### src/rtl/seq_decoder_scan.sv
// Registered N-to-2^N one-hot decoder with a dwell-timed scan sequencer.
// Latency 1 cycle in->out; no backpressure, outputs update every cycle.
module seq_decoder_scan #(
  parameter int IN_W    = 2,
  parameter int DWELL_W = 8
) (
  input  logic                 clk,
  input  logic                 rst,
  input  logic                 enable,
  input  logic                 mode,
  input  logic                 start,
  input  logic                 loop,
  input  logic [DWELL_W-1:0]   dwell,
  input  logic [IN_W-1:0]      in,
  output logic [(2**IN_W)-1:0] out,
  output logic [IN_W-1:0]      idx,
  output logic                 valid,
  output logic                 busy,
  output logic                 wrap,
  output logic                 done
);

  localparam int OUT_W = 2**IN_W;
  localparam logic [IN_W-1:0] LAST = {IN_W{1'b1}};

  typedef enum logic [1:0] {IDLE, DECODE, SCAN} state_t;

  state_t             state, state_d;
  logic [DWELL_W-1:0] cnt, cnt_d;
  logic [DWELL_W-1:0] dwell_l, dwell_d;
  logic               loop_l, loop_d;
  logic [OUT_W-1:0]   out_d;
  logic [IN_W-1:0]    idx_d;
  logic               valid_d, busy_d, wrap_d, done_d;

  always_ff @(posedge clk or posedge rst) begin
    if (rst) begin
      state   <= IDLE;
      cnt     <= '0;
      dwell_l <= '0;
      loop_l  <= 1'b0;
      out     <= '0;
      idx     <= '0;
      valid   <= 1'b0;
      busy    <= 1'b0;
      wrap    <= 1'b0;
      done    <= 1'b0;
    end else begin
      state   <= state_d;
      cnt     <= cnt_d;
      dwell_l <= dwell_d;
      loop_l  <= loop_d;
      out     <= out_d;
      idx     <= idx_d;
      valid   <= valid_d;
      busy    <= busy_d;
      wrap    <= wrap_d;
      done    <= done_d;
    end
  end

  always_comb begin
    state_d = state;
    cnt_d   = cnt;
    dwell_d = dwell_l;
    loop_d  = loop_l;
    idx_d   = idx;
    valid_d = valid;
    busy_d  = busy;
    wrap_d  = 1'b0;
    done_d  = 1'b0;

    case (state)
      IDLE: begin
        if (enable && !mode) begin
          state_d = DECODE;
          idx_d   = in;
          valid_d = 1'b1;
        end else if (enable && mode && start) begin
          state_d = SCAN;
          idx_d   = '0;
          valid_d = 1'b1;
          busy_d  = 1'b1;
          cnt_d   = dwell;
          dwell_d = dwell;
          loop_d  = loop;
        end
      end

      DECODE: begin
        if (enable && !mode) begin
          idx_d = in;
        end else begin
          state_d = IDLE;
          idx_d   = '0;
          valid_d = 1'b0;
        end
      end

      SCAN: begin
        // Abort clears everything silently: no done/wrap on an aborted scan.
        if (!enable) begin
          state_d = IDLE;
          idx_d   = '0;
          valid_d = 1'b0;
          busy_d  = 1'b0;
          cnt_d   = '0;
        end else if (cnt != '0) begin
          cnt_d = cnt - 1'b1;
        end else if (idx != LAST) begin
          idx_d = idx + 1'b1;
          cnt_d = dwell_l;
        end else if (loop_l) begin
          idx_d  = '0;
          cnt_d  = dwell_l;
          wrap_d = 1'b1;
        end else begin
          state_d = IDLE;
          idx_d   = '0;
          valid_d = 1'b0;
          busy_d  = 1'b0;
          done_d  = 1'b1;
        end
      end

      default: begin
        state_d = IDLE;
        idx_d   = '0;
        valid_d = 1'b0;
        busy_d  = 1'b0;
        cnt_d   = '0;
      end
    endcase

    // Deriving out from the next idx/valid keeps the one-hot invariant by construction.
    out_d = valid_d ? (OUT_W'(1) << idx_d) : '0;
  end

endmodule
### config.mk
export PLATFORM = sky130hd
export DESIGN_NAME = seq_decoder_scan
export DESIGN_NICKNAME = d
export VERILOG_FILES = /design/src/rtl/seq_decoder_scan.sv
export SDC_FILE = /design/constraint.sdc
export NUM_CORES = 1
export LEC_CHECK = 0
export CORE_MARGIN = 2
export CORE_UTILIZATION = 47
export CTS_CLUSTER_DIAMETER = 40
export DETAILED_ROUTE_END_ITERATION = 10
export PLACE_DENSITY = 0.84
export RECOVER_POWER = 25
export SLEW_MARGIN = 20
export SYNTH_ARGS = -nofsm -noshare
export SYNTH_HDL_FRONTEND = slang
export SYNTH_SLANG_ARGS = --single-unit
### constraint.sdc
create_clock -name clk -period 2.1 [get_ports clk]
set_input_delay 0.21 -clock clk [delete_from_list [all_inputs] [get_ports clk]]
set_output_delay 0.21 -clock clk [all_outputs]
set_load 0.01 [all_outputs]
# Word level (Yosys, flattened, before mapping)
# Index checks and enable logic that the tools add are counted.
dict set report totals {
  regBits 29
  in_bits 16
  out_inout_bits 10
}
dict set report classes {
  reduce_logical 10
  muxes 48
  addsub 2
  n_eq_ne 11
  bitwise_logic 2
  shifts 1
}
# cell n
set ops {}
lappend ops {{8-bit two-way mux} 6}
lappend ops {{2-bit two-way mux} 13}
lappend ops {{8-bit one-hot mux with 3 select lines} 1}
lappend ops {{1-bit two-way mux} 23}
lappend ops {{3-bit != test (second input constant)} 4}
lappend ops {{2-bit one-hot mux with 3 select lines} 2}
lappend ops {{2-bit != test (second input constant)} 4}
lappend ops {{8-bit nonzero test} 1}
lappend ops {{8-bit by 1-bit subtractor with 8-bit output (second input constant)} 1}
lappend ops {{1-bit one-hot mux with 3 select lines} 2}
lappend ops {{6-bit AND reduction} 1}
lappend ops {{5-bit != test (second input constant)} 1}
lappend ops {{5-bit AND reduction} 1}
lappend ops {{4-bit two-way mux} 1}
lappend ops {{4-bit AND reduction} 1}
lappend ops {{1-bit by 2-bit left shift with 4-bit output (first input constant)} 1}
lappend ops {{1-bit logical AND} 3}
lappend ops {{3-bit AND reduction} 1}
lappend ops {{2-bit by 1-bit adder with 2-bit output (second input constant)} 1}
lappend ops {{2-bit by 1-bit equality test with 1-bit output (second input constant)} 1}
lappend ops {{2-bit equality test (second input constant)} 1}
lappend ops {{2-bit logical NOT} 1}
lappend ops {{1-bit NOT} 2}
lappend ops {{1-bit logical NOT} 1}

# Logic depth before layout (Yosys ltp)
dict set report logic_depth {
  depth_word 7
  ltp_mapped 8
}

# Worst setup path after synthesis
# OpenSTA, ideal clock, no wires.
dict set report synth_timing {
  path_type {flip-flop to flip-flop}
  start {reg cnt[2]}
  end {reg cnt[5]}
  arrival_time_ns 1.996
  synth_period_minus_slack_ns 2.117
  path_buffers 1
  path_stages_with_launch 7
  slack_ns -0.017
  required_ns 1.979
  cell_sequence {dfrtp_1 buf_6 or4_4 or4_4 o21ai_4 nor2_1 a22o_1}
}
dict set report synth_between {
  elab_chain_cells 4
  elab_cells_between_ends 7
}
# element line
set synth_rtl {}
lappend synth_rtl {{start: declaration} 29} ;# logic [DWELL_W-1:0] cnt, cnt_d;
lappend synth_rtl {{start signal: assignment} 50} ;# cnt <= cnt_d;
lappend synth_rtl {{8-bit by 1-bit subtractor with 8-bit output or 8-bit nonzero test (tied branches)} {109, 108}}
lappend synth_rtl {{8-bit two-way mux} 108} ;# end else if (cnt != '0) begin
lappend synth_rtl {{8-bit two-way mux} 102} ;# if (!enable) begin
lappend synth_rtl {{8-bit one-hot mux with 3 select lines} 73} ;# case (state)
# Parallel ways exist; a longest one is shown, timed or not.
# A chain may end at the register's enable or synchronous reset.

# Worst setup path after layout
dict set report layout_timing {
  start {reg cnt[3]}
  end {reg cnt[4]}
}
# Same word-level chain as after synthesis.

==> out/qor.txt <==
SETUP PATH
-----------------------------------------------------------------------------------------
Signal arrival time at the worst endpoint                                         2.28 ns
Start point of the critical path                                             cnt[3]$_DFFE_PP0P_
Delay of the slowest cell on the worst path                                       0.55 ns
Library cell contributing the largest single delay on the critical path      sky130_fd_sc_hd__or4_4
Worst reg2reg path endpoint                                                  cnt[4]$_DFFE_PP0P_
Number of cells on the worst reg-to-reg path                                            6
Worst Path Class, Setup                                                           reg2reg
Critical path cell sequence                                                  or4_4, or4_4, o21ai_4, buf_4, o21ai_1, o21ai_1
Slack of the worst reg-to-reg path                                                0.08 ns
Startpoint type of the worst setup path                                         flip-flop
Worst Setup EP                                                               cnt[4]$_DFFE_PP0P_
Source of the worst register-to-register timing path                         cnt[3]$_DFFE_PP0P_
Critical path's top delay family                                             simple AND/OR/NAND/NOR gates
Critical Path Stages                                                                    6
Sort of element at the end of the critical path                                 flip-flop
Endpoint required time on the critical path                                       2.36 ns
Buffering stage count on the worst path with inverters included                         1
CP Max Fanout                                                                           6

YOSYS
-----------------------------------------------------------------------------------------
Number of warnings reported in the yosys synthesis log                                  0
Post-synth top area share                                                           0.451
Share of the yosys chip area belonging to registers                                 0.451
Simple-gate area share of the yosys netlist                                         0.169
Distinct cell type count after synthesis                                               49
Area leader, netlist                                                         sky130_fd_sc_hd__dfrtp_1
Complex-gate fraction of the synthesized area                                       0.239
Count of flip-flops with a built-in enable after synthesis                              0
Number of instances in the synthesized netlist                                        157
Syn Area/Cell                                                                   10.3 um^2
Multiplexer share of the synthesized area                                          0.0622
Largest family of logic cells by synthesized area                            compound AO/OA/AOI/OAI gates
Dominant synthesized flop cell                                               sky130_fd_sc_hd__dfrtp_1
Post-Synth Adder-Cell Area                                                         0.0233
Seq cells post-synth                                                                   29
Biggest area contributors in the synthesized netlist                         sky130_fd_sc_hd__dfrtp_1 45%, sky130_fd_sc_hd__mux2_1 5.6%, sky130_fd_sc_hd__o21ai_1 3.1%
Number of nets in the synthesized netlist                                             176
Cell area after synthesis                                                    0.00161 mm^2
Proportion of register bits with asynchronous set or reset after synthesis           1.00
Synthesized-area fraction occupied by xor and xnor cells                          0.00544

FINISH
-----------------------------------------------------------------------------------------
P&R area growth vs syn                                                              29.8%
Non-Filler Instances                                                                  244
Antenna diodes                                                                          0
Layout cells sized above 1                                                          0.172
Number of filler cells placed in the layout                                           296
Utilization after layout                                                            0.632
Number of nets in the layout                                                          217

PWR
-----------------------------------------------------------------------------------------
Worst IR drop on VDD                                                               448 uV
Leakage power of the design                                                      0.891 nW
Power per standard cell area                                                  831 mW/mm^2

FLOORPLAN
-----------------------------------------------------------------------------------------
Core region area                                                             0.00331 mm^2
Rows                                                                                   21
Die height                                                                        62.5 um
Area enclosed by the die boundary                                            0.00391 mm^2
Number of top-level pins                                                               26
Width of the chip                                                                 62.5 um
Initial cell density of the core                                                    0.486

STA
-----------------------------------------------------------------------------------------
Final total negative setup slack                                                     0 ns
Post-layout minimum cycle time                                                    2.02 ns
RSZ-0062 raised after global routing                                                  yes
Fin Hold WS                                                                      0.453 ns
Top achievable clock speed                                                      0.495 GHz
Final worst slack                                                               0.0789 ns
Setup-failing EPs final                                                                 0
Actual transition at the worst max-transition pin                                 1.50 ns
Maximum clock skew at final layout                                             0.00439 ns
Hold Vio Cnt, Final                                                                     0
Tcrit/Tclk final                                                                    0.962
Count of pins over their slew limit                                                     0
Rel. slew slack                                                                  0.000572

PLACEMENT
-----------------------------------------------------------------------------------------
Placed insts                                                                          237
Count of buffers inserted at the top-level ports                                       25
Final weighted congestion in routability-driven placement                           0.906
Post-placement worst setup slack                                                0.0203 ns
Detailed-placement wirelength estimate                                            2.96 mm

CLOCKING
-----------------------------------------------------------------------------------------
H-tree depth                                                                            2
CTS tree                                                                             done
Buffer levels on the longest clock path                                                 2
Insertion delay to the later sink of the worst-skew pair                          0.33 ns
Number of clock sinks                                                                  29
Register clock-pin slew on the reported worst setup and hold paths                0.09 ns
CTS Buf Count                                                                           5
Clock root buffer master                                                     sky130_fd_sc_hd__clkbuf_4

WORST HOLD PATH
-----------------------------------------------------------------------------------------
Type of the worst min-delay path                                                   in2reg
Hold path startpoint                                                             dwell[6]

GLOBAL ROUTING
-----------------------------------------------------------------------------------------
Overall fraction of global-route tracks in use                                      0.221
Pin count of the biggest net entering global routing                                   30
First-pass GRT wire length                                                        6.70 mm
Antenna violations before repair                                                        0
Number of global-route vias before repair                                           1,439
Remaining global-route overflow                                                         0

DRT
-----------------------------------------------------------------------------------------
DRC                                                                                     0
Antenna Nets Post-Route                                                                 0
Via Count                                                                           1,389
Router iterations before antenna repair                                                 4
Vias per cell                                                                        5.69
Detailed-route wire length                                                        3.97 mm
Average wire per standard cell                                                    16.3 um
Number of DRC markers in iteration 0                                                   71

STATUS
-----------------------------------------------------------------------------------------
Failing checks                                                               max-capacitance violations
Outcome                                                                      finished with violations

JOB
-----------------------------------------------------------------------------------------
Count of maximum capacitance violations                                                 1

[registers in the layout, indices dropped and copies added, names as in the netlist]
signal   cells
cnt          8
dwell_l      8
out          4
idx          2
state        2
busy         1
done         1
loop_l       1
valid        1
wrap         1
[worst min path at each step]
| stage | endpoint | slack, ns | cells after the start |
|---|---|---|---|
| global route | loop_l$_DFFE_PP0P_ | 0.51 | 2 |
| finish | dwell_l[6]$_DFFE_PP0P_ | 0.45 | 3 |
| CTS | cnt[6]$_DFFE_PP0P_ | 0.25 | 3 |
| detailed placement | dwell_l[1]$_DFFE_PP0P_ | 0.48 | 1 |
| floorplan | busy$_DFFE_PP0P_ | 0.29 | 1 |
| global placement | dwell_l[6]$_DFFE_PP0P_ | 0.47 | 2 |
[power by group]
group | total, mW | switching (mW) | leakage, nW | internal, mW
Clock | 0.344 | 0.186 | 0.0314 | 0.158
Sequential | 0.756 | 0.0906 | 0.366 | 0.666
Combinational | 0.637 | 0.305 | 0.493 | 0.332
[cells in the final DEF, fill, tap and decap left out, types with 2 or more instances in the layout]
| cell | instances |
|---|---|
| sky130_fd_sc_hd__dfrtp_1 | 29 |
| sky130_fd_sc_hd__clkdlybuf4s50_1 | 24 |
| sky130_fd_sc_hd__buf_4 | 14 |
| sky130_fd_sc_hd__nand2_1 | 13 |
| sky130_fd_sc_hd__o21ai_1 | 10 |
| sky130_fd_sc_hd__inv_1 | 9 |
| sky130_fd_sc_hd__mux2_1 | 8 |
| sky130_fd_sc_hd__nor2_1 | 7 |
| sky130_fd_sc_hd__clkbuf_4 | 5 |
| sky130_fd_sc_hd__nand2b_1 | 4 |
| sky130_fd_sc_hd__o211ai_1 | 4 |
| sky130_fd_sc_hd__o21ai_0 | 4 |
| sky130_fd_sc_hd__nor3_1 | 3 |
| sky130_fd_sc_hd__a31oi_1 | 3 |
| sky130_fd_sc_hd__and2_1 | 3 |
| sky130_fd_sc_hd__and4_1 | 3 |
| sky130_fd_sc_hd__a22o_1 | 3 |
| sky130_fd_sc_hd__or4_4 | 2 |
| sky130_fd_sc_hd__a21oi_1 | 2 |
| sky130_fd_sc_hd__a2bb2oi_1 | 2 |
| sky130_fd_sc_hd__o2bb2ai_1 | 2 |
| sky130_fd_sc_hd__o22ai_1 | 2 |
| sky130_fd_sc_hd__a21boi_0 | 2 |
| sky130_fd_sc_hd__a211oi_1 | 2 |
| sky130_fd_sc_hd__ha_1 | 2 |
| sky130_fd_sc_hd__clkbuf_1 | 2 |
[routing by layer]
| metal | routed length [um] | up-vias | track usage |
|---|---|---|---|
| met5 | 0 | - | 0 |
| met4 | 70 | 0 | 0.0889 |
| met3 | 204 | 10 | 0.0505 |
| met2 | 1940 | 45 | 0.380 |
| met1 | 1750 | 671 | 0.267 |
| li1 | - | 663 | - |
[cells in the mapped netlist (all sizes together) (2+ instances only)]
cell type	number
dfrtp	29
o21ai	16
nand2	13
inv	9
mux2	8
nor2	8
a31oi	4
clkbuf	4
nand2b	4
o211ai	4
a211oi	3
a21boi	3
a22o	3
and2	3
and4	3
buf	3
ha	3
nor3	3
a21oi	2
a221oi	2
a2bb2oi	2
o22ai	2
o2bb2ai	2
or4	2
[per-stage QoR]
stage | cell area, um^2 | total power [mW]
after CTS | 2070 | 1.72
after detailed placement | 2000 | 1.37
after global routing | 2090 | 1.85
final | 2090 | 1.74
after global placement | 2000 | 1.34
after floorplan | 1610 | 1.13
[tightest hold or removal path, stage by stage]
cell and delay (ns):
sky130_fd_sc_hd__clkdlybuf4s50_1 0.39, sky130_fd_sc_hd__inv_1 0.07, sky130_fd_sc_hd__o21ai_1 0.07
[kinds of logic (layout without fill, tap and decap cells)]
| family | count (synthesis) | in the layout |
|---|---|---|
| AOI/OAI and AO/OA | 53 | 53 |
| xor gates and xnor gates | 1 | 1 |
| adders and majority gates | 3 | 3 |
| buffers and inverters | 16 | 57 |
| DFF | 29 | 29 |
| muxes | 9 | 9 |
| and+or+nand+nor | 46 | 46 |
[layout make-up]
cell class | count | area, um^2 | area share
tap | 46 | 57.6 | 0.0275
sequential | 29 | 726 | 0.347
timing repair buffer | 41 | 379 | 0.181
multi-input combinational | 112 | 840 | 0.402
clock buffer | 7 | 55.1 | 0.0263
inverter | 9 | 33.8 | 0.0162
[what timing repair did]
item | CTS | global route
hold buffers | 0 | 0
resized for setup | 2 | 7
endpoints found under the setup margin | 1 | 13
buffers inserted | 0 | 0
pin swaps | 1 | 1
Power figures use the tool's default switching activity.
